### src/rtl/axi_lite_mem_arbiter.sv
// Two-master AXI4-lite arbiter: IFU (M0, read-only) and LSU (M1, read/write) share one slave.
// Define ARB_RR_EN to alternate between M0 reads and M1 requests; otherwise M1 has fixed priority.
module axi_lite_mem_arbiter #(
  parameter int unsigned AW = 32,
  parameter int unsigned DW = 32
) (
  input  logic            clk,
  input  logic            rst,
  // M0 (IFU) read channels
  input  logic [AW-1:0]   m0_araddr,
  input  logic            m0_arvalid,
  output logic            m0_arready,
  output logic [DW-1:0]   m0_rdata,
  output logic [1:0]      m0_rresp,
  output logic            m0_rvalid,
  input  logic            m0_rready,
  // M1 (LSU) read channels
  input  logic [AW-1:0]   m1_araddr,
  input  logic            m1_arvalid,
  output logic            m1_arready,
  output logic [DW-1:0]   m1_rdata,
  output logic [1:0]      m1_rresp,
  output logic            m1_rvalid,
  input  logic            m1_rready,
  // M1 (LSU) write channels
  input  logic [AW-1:0]   m1_awaddr,
  input  logic            m1_awvalid,
  output logic            m1_awready,
  input  logic [DW-1:0]   m1_wdata,
  input  logic [DW/8-1:0] m1_wstrb,
  input  logic            m1_wvalid,
  output logic            m1_wready,
  output logic [1:0]      m1_bresp,
  output logic            m1_bvalid,
  input  logic            m1_bready,
  // Slave side
  output logic [AW-1:0]   s_araddr,
  output logic            s_arvalid,
  input  logic            s_arready,
  input  logic [DW-1:0]   s_rdata,
  input  logic [1:0]      s_rresp,
  input  logic            s_rvalid,
  output logic            s_rready,
  output logic [AW-1:0]   s_awaddr,
  output logic            s_awvalid,
  input  logic            s_awready,
  output logic [DW-1:0]   s_wdata,
  output logic [DW/8-1:0] s_wstrb,
  output logic            s_wvalid,
  input  logic            s_wready,
  input  logic [1:0]      s_bresp,
  input  logic            s_bvalid,
  output logic            s_bready
);

  typedef enum logic [1:0] {StIdle, StRdM0, StRdM1, StWrM1} state_e;

  state_e state_q, state_d;
  logic   addr_done_q, addr_done_d;
  logic   w_done_q, w_done_d;
`ifdef ARB_RR_EN
  logic   last_grant_q, last_grant_d;
`endif

  always_comb begin
    state_d     = state_q;
    addr_done_d = addr_done_q;
    w_done_d    = w_done_q;
`ifdef ARB_RR_EN
    last_grant_d = last_grant_q;
`endif
    m0_arready = 1'b0;
    m0_rdata   = '0;
    m0_rresp   = '0;
    m0_rvalid  = 1'b0;
    m1_arready = 1'b0;
    m1_rdata   = '0;
    m1_rresp   = '0;
    m1_rvalid  = 1'b0;
    m1_awready = 1'b0;
    m1_wready  = 1'b0;
    m1_bresp   = '0;
    m1_bvalid  = 1'b0;
    s_araddr   = '0;
    s_arvalid  = 1'b0;
    s_rready   = 1'b0;
    s_awaddr   = '0;
    s_awvalid  = 1'b0;
    s_wdata    = '0;
    s_wstrb    = '0;
    s_wvalid   = 1'b0;
    s_bready   = 1'b0;

    unique case (state_q)
      StIdle: begin
        addr_done_d = 1'b0;
        w_done_d    = 1'b0;
        if (m1_awvalid || m1_wvalid) begin
          state_d = StWrM1;
        end else if (m1_arvalid) begin
          state_d = StRdM1;
        end else if (m0_arvalid) begin
          state_d = StRdM0;
        end
`ifdef ARB_RR_EN
        // M1 was granted last: let the pending IFU read go first this time.
        if (m0_arvalid && (m1_awvalid || m1_wvalid || m1_arvalid) && last_grant_q) begin
          state_d = StRdM0;
        end
        if (state_d == StRdM0) begin
          last_grant_d = 1'b0;
        end else if (state_d != StIdle) begin
          last_grant_d = 1'b1;
        end
`endif
      end
      StRdM0: begin
        s_araddr   = m0_araddr;
        s_arvalid  = m0_arvalid && !addr_done_q;
        m0_arready = s_arready && !addr_done_q;
        m0_rdata   = s_rdata;
        m0_rresp   = s_rresp;
        m0_rvalid  = s_rvalid;
        s_rready   = m0_rready;
        if (m0_arvalid && s_arready && !addr_done_q) addr_done_d = 1'b1;
        if (s_rvalid && m0_rready) state_d = StIdle;
      end
      StRdM1: begin
        s_araddr   = m1_araddr;
        s_arvalid  = m1_arvalid && !addr_done_q;
        m1_arready = s_arready && !addr_done_q;
        m1_rdata   = s_rdata;
        m1_rresp   = s_rresp;
        m1_rvalid  = s_rvalid;
        s_rready   = m1_rready;
        if (m1_arvalid && s_arready && !addr_done_q) addr_done_d = 1'b1;
        if (s_rvalid && m1_rready) state_d = StIdle;
      end
      StWrM1: begin
        s_awaddr   = m1_awaddr;
        s_awvalid  = m1_awvalid && !addr_done_q;
        m1_awready = s_awready && !addr_done_q;
        s_wdata    = m1_wdata;
        s_wstrb    = m1_wstrb;
        s_wvalid   = m1_wvalid && !w_done_q;
        m1_wready  = s_wready && !w_done_q;
        m1_bresp   = s_bresp;
        m1_bvalid  = s_bvalid;
        s_bready   = m1_bready;
        if (m1_awvalid && s_awready && !addr_done_q) addr_done_d = 1'b1;
        if (m1_wvalid && s_wready && !w_done_q) w_done_d = 1'b1;
        if (s_bvalid && m1_bready) state_d = StIdle;
      end
      default: state_d = StIdle;
    endcase
  end

  always_ff @(posedge clk or negedge rst) begin
    if (!rst) begin
      state_q     <= StIdle;
      addr_done_q <= 1'b0;
      w_done_q    <= 1'b0;
    end else begin
      state_q     <= state_d;
      addr_done_q <= addr_done_d;
      w_done_q    <= w_done_d;
    end
  end

`ifdef ARB_RR_EN
  always_ff @(posedge clk or negedge rst) begin
    if (!rst) begin
      last_grant_q <= 1'b0;
    end else begin
      last_grant_q <= last_grant_d;
    end
  end
`endif

endmodule

### config.mk
export PLATFORM = sky130hd
export DESIGN_NAME = axi_lite_mem_arbiter
export DESIGN_NICKNAME = d
export VERILOG_FILES = /design/src/rtl/axi_lite_mem_arbiter.sv
export SDC_FILE = /design/constraint.sdc
export NUM_CORES = 1
export LEC_CHECK = 0
export CAP_MARGIN = 15
export CORE_AREA = 4 4 138 140
export CTS_CLUSTER_SIZE = 14
export DETAILED_ROUTE_END_ITERATION = 10
export DIE_AREA = 0 0 142 144
export GPL_TIMING_DRIVEN = 0
export PLACE_DENSITY = 0.58
export SLEW_MARGIN = 20
export SYNTH_ARGS = -nofsm -noshare
export SYNTH_HDL_FRONTEND = slang
export SYNTH_SLANG_ARGS = --single-unit
### constraint.sdc
create_clock -name clk -period 4.5 [get_ports clk]
set_input_delay 0.45 -clock clk [delete_from_list [all_inputs] [get_ports clk]]
set_output_delay 0.45 -clock clk [all_outputs]
set_load 0.03 [all_outputs]
# After elaboration in Yosys (flattened, before gate mapping)
# Cells that the tools add are included.
# op_classes
n_reduce_logical,26
muxes,34
n_eq_ne,11
# op_table
op,n
32-bit 2-to-1 mux,4
32-bit case mux with 2 select lines,1
1-bit logical AND,18
2-bit 2-to-1 mux,9
1-bit 2-to-1 mux,14
2-bit inequality test (second input constant),7
2-bit case mux with 4 select lines,1
1-bit case mux with 2 select lines,3
2-bit == test (second input constant),2
4-bit 2-to-1 mux,1
4-bit inequality test (second input constant),1
1-bit case mux with 4 select lines,1
4-bit AND reduction,1
3-bit AND reduction,1
2-bit by 1-bit == test with 1-bit output (second input constant),1
1-bit zero test,2
2-bit zero test,1
2-bit AND reduction,1
2-bit nonzero test,1
1-bit logical OR,1
# totals
in_bits,182
ff_bits,4
out_inout_bits,182

# Logic depth before layout (Yosys ltp)
# logic_depth
ltp_word,4
ltp_mapped,7

# Worst setup path before layout
# OpenSTA, ideal clock, no wires.
# synth_path
kind,register to output
startpoint,register state_q[0]
endpoint,output port s_arvalid
t_required_ns,4.050
arrival_time_ns,1.828
n_path_buf,2
setup_slack_ns,2.222
stages_incl_launch_ff,7
cell_sequence,dfrtp_1 inv_1 ha_1 buf_2 buf_2 mux2i_1 nor3b_1
# synth_between
elab_chain_len,2
elab_cells_between_ends,3
cone_classes,eq/ne (2); mux (1)
# synth_lines
item,line_no,text
from (decl),58,"state_e state_q, state_d;"
from (signal assigned),160,state_q <= StIdle;
from (signal assigned),164,state_q <= state_d;
2-bit == test / 2-bit by 1-bit == test with 1-bit output (equally long branches),94,unique case (state_q)
1-bit case mux with 2 select lines *,94,
to (decl),38,"output logic s_arvalid,"
# Every way passes the cells marked *; elsewhere a longest branch is shown, timed or not.

# Worst setup path after layout
# layout_path
startpoint,register state_q[1]
endpoint,output port m0_rdata[21]
# layout_between
elab_chain_len,2
# layout_lines
item,line_no,text
2-bit by 1-bit == test with 1-bit output,94,
32-bit 2-to-1 mux,94,
to (decl),13,"output logic [DW-1:0] m0_rdata,"
# No other way between the ends.

==> impl_summary.log <==
[metrics] area after detailed placement: roughly 5700 um2
[metrics] final HPWL from detailed placement: 12500 um
[metrics] core outline area: 17800 um2
[metrics] Sinks on Clock Net: 4
[metrics] Worst path top cell family by delay: buffers and inverters
[metrics] library cell occupying the most area in the post-synthesis netlist: and2_1
[metrics] most used standard cell by instance count after synthesis: and2_1
[metrics] critical path data required time: ~4.1 ns
[metrics] die boundary width: 142 um
[metrics] number of nets in the synthesized netlist: roughly 470
[metrics] Yosys cell types: 24
[metrics] clock skew: 0.000554 ns
[metrics] share of Yosys cell area claimed by the top area cell type: 48.0%
[metrics] I/O Buffers: around 360
[metrics] TritonCTS clock tree: built
[metrics] min cycle time layout: 3.29 ns
[metrics] crit path DAT: around 2.8 ns
[metrics] Max clock buf depth: 2
[metrics] synthesized area: 1820 um2
[metrics] H-tree level count: 1
[metrics] TritonCTS Buffers: 3
[metrics] Iteration-0 DRC Markers: 75
[metrics] footprint of the multi-input gates: around 1600 um2
[metrics] maximum frequency from static timing analysis: 0.304 GHz
[metrics] Via density: 3.82
[metrics] Final Instance Area: roughly 5800 um2
[metrics] number of global-route vias before repair: 3374
[metrics] die height: 144 um
[metrics] power spent charging and discharging nets: 1.66 mW
[metrics] class of the most critical hold timing path: in -> async
[metrics] Placer Congestion: 0.816
[metrics] Critical Path Slowest Stage Cell: clkdlybuf4s50_1
[metrics] number of antenna violations at the first check in global routing: 0
[metrics] CP endpoint kind: primary output
[metrics] worst skew pair latency: 0.22 ns
[metrics] number of remaining DRC errors: 0
[metrics] Final Max Tran Viols: 0
[metrics] Slew Limit Headroom: around 54%
[metrics] period utilisation layout: 73.0%
[metrics] post-synthesis register bit count: 4
[metrics] first-pass GRT wire length: just over 20000 um
[metrics] number of nets at the end of the flow: approximately 830
[metrics] internal cell power: 1.37 mW
[metrics] drt total wl: approximately 14000 um
[metrics] launching point of the worst reg2reg path: state_q[0]
[metrics] via count: around 3.3k
[metrics] area of all sequential standard cells: 100 um2
[metrics] final number of hold-violating endpoints: 0
[metrics] number of cell rows: 49
[metrics] fin util: 32.6%
[metrics] Total Negative Setup Slacks: 0 ns
[metrics] share of final-layout standard cells stronger than drive strength 1: 1.09%
[metrics] Largest stage delay, worst path: 0.67 ns
[metrics] final setup violating endpoints: 0
[metrics] ys async rst share: between 90% and 100%
[metrics] MaxCap Viol Count: 0
[metrics] run status: finished, final reports clean
[metrics] Reg clk slew, reported paths: 0.03 ns
[metrics] Slew @ Worst Pin: 0.683 ns
[metrics] YS warnings: 0
[metrics] area grow syn2layout: 219%
[metrics] part of the power in registers: 2.4%
[metrics] Setup Buffers After CTS: 0
[metrics] crit path launch type: register
[metrics] unrepaired setup endpoints after global routing: false
[metrics] worst path buffer plus inverter count: 4
[metrics] Top FF cell, synth: dfrtp_1
[metrics] largest net degree at the start of global routing: 11
[metrics] CP startpoint: state_q[1]
[metrics] Resize count post-CTS: 0
[metrics] DRT Pass-1 Iters: 4
[metrics] hold_buf cts: 0
[metrics] Antenna Cells: 0
[metrics] gate count after technology mapping: 277
[metrics] cell breakdown of the critical path: inv_1, ha_1, clkbuf_1, clkbuf_1, and2_1, clkdlybuf4s50_1
[metrics] Initial Util: 10.2%
[metrics] Overall Global Routing Usage: between 10% and 20%
[metrics] clock network power share: approximately 4.5%
[metrics] combinational group share of total power: 93.1%
[metrics] Clock Tree Root: clkbuf_16
[metrics] IR drop worst, VDD: 0.243 mV
[metrics] number of enable flip-flop cells after synthesis: 0
[metrics] switching share of power: 54.8%
[metrics] kind of critical path: reg -> out
[metrics] Routed wire per std cell: 16.5 um
[metrics] syn avg cell area: ~6.6 um2
[metrics] remaining global-route overflow: 0
[metrics] static leakage: 2.14 nW
[metrics] Antenna Nets Post-Route: 0
[metrics] pwr dens: 519 nW/um2
[metrics] top cell types by occurrence after synthesis: and2_1, a22oi_1, nor2b_1
[metrics] sequential area share after synthesis: 5.49%
[metrics] largest fanout on the critical path: 10
[metrics] fill cell total of the finished layout: 1921
[metrics] overall die area: 20400 um2
[metrics] io pins: 364
[metrics] biggest area contributors in the synthesized netlist: and2_1, a22oi_1, nor2b_1
[metrics] CP dominant cell by count: clkbuf_1
## sequential cells by signal (all words and copies together) (netlist names)
name / cells
addr_done_q: 1
state_q: 2
w_done_q: 1
## cells by family (layout without fill, tap and decap cells)
logic type	Yosys count	count (layout)	share of synthesized area [%]
simple gates	194	194	66.2
compound gates	43	43	17.1
buf+inv	28	394	5.90
fa+ha+maj	6	6	4.12
flops	4	4	5.49
mux	2	2	1.17
## power by group through the flow
stage	logic, mW	registers, mW	clock network (mW)
3_3_place_gp	2.87	0.0717	0
6_report	2.81	0.0719	0.135
2_1_floorplan	1.58	0.0663	0
5_1_grt	3.00	0.0738	0.139
4_1_cts	2.87	0.0717	0.138
3_5_place_dp	2.86	0.0721	0
## placed cells by master (no fill, tap or decap), types with 3 or more instances in the layout
cell,instances
and2_1,140
dfrtp_1,4
nor2b_1,33
nand2_1,8
inv_1,3
clkbuf_16,3
a21oi_1,4
clkdlybuf4s50_1,363
a22oi_1,34
and3b_1,6
clkbuf_1,21
ha_1,6
## worst reg2reg max path, cell delays in order (launching register included)
cell and delay [ns]:
dfrtp_1 0.41, inv_1 0.10, ha_1 0.22, buf_2 0.19, a222oi_1 0.55, o21ai_1 0.16, mux2_1 0.34
## routing by layer
layer / wire length (um) / GRT usage [%] / share of wire, %
met2: 7330 / 23.3 / 51
met1: 5570 / 14.8 / 39
met5: 0 / 0 / 0
met3: 1340 / 3.80 / 9.3
met4: 146 / 1.77 / 1.0
## final cells by class
class                      count  area share (%)
clock buffer                   3            1.29
tap                          229            4.92
buffer                        25            1.66
sequential                     4            1.72
inverter                       3           0.194
timing repair buffer         363            62.4
multi-input combinational    245            27.8
## path summary, 6_finish.rpt
check,end,slack [ns],cells after the start
worst min-delay path,state_q[0],0.43,1
worst max-delay path,m0_rdata[21],1.21,6
worst min register to register,w_done_q,0.55,2
worst max register to register,state_q[0],2.39,6
min in group clk,w_done_q,0.55,2
max in group asynchronous,addr_done_q,3.90,1
## through the flow
| step | hold slack, ns | std cells | total power [mW] | setup slack, ns |
|---|---|---|---|---|
| after floorplan | 0.154 | 277 | 1.65 | 2.22 |
| after global routing | 0.453 | 872 | 3.22 | 0.988 |
| after CTS | 0.441 | 872 | 3.08 | 1.10 |
| after detailed placement | 0.551 | 869 | 2.93 | 1.35 |
| after global placement | 0.545 | 869 | 2.94 | 1.34 |
| final | 0.434 | 872 | 3.02 | 1.21 |
No activity file was read; power rests on OpenSTA's default activity.
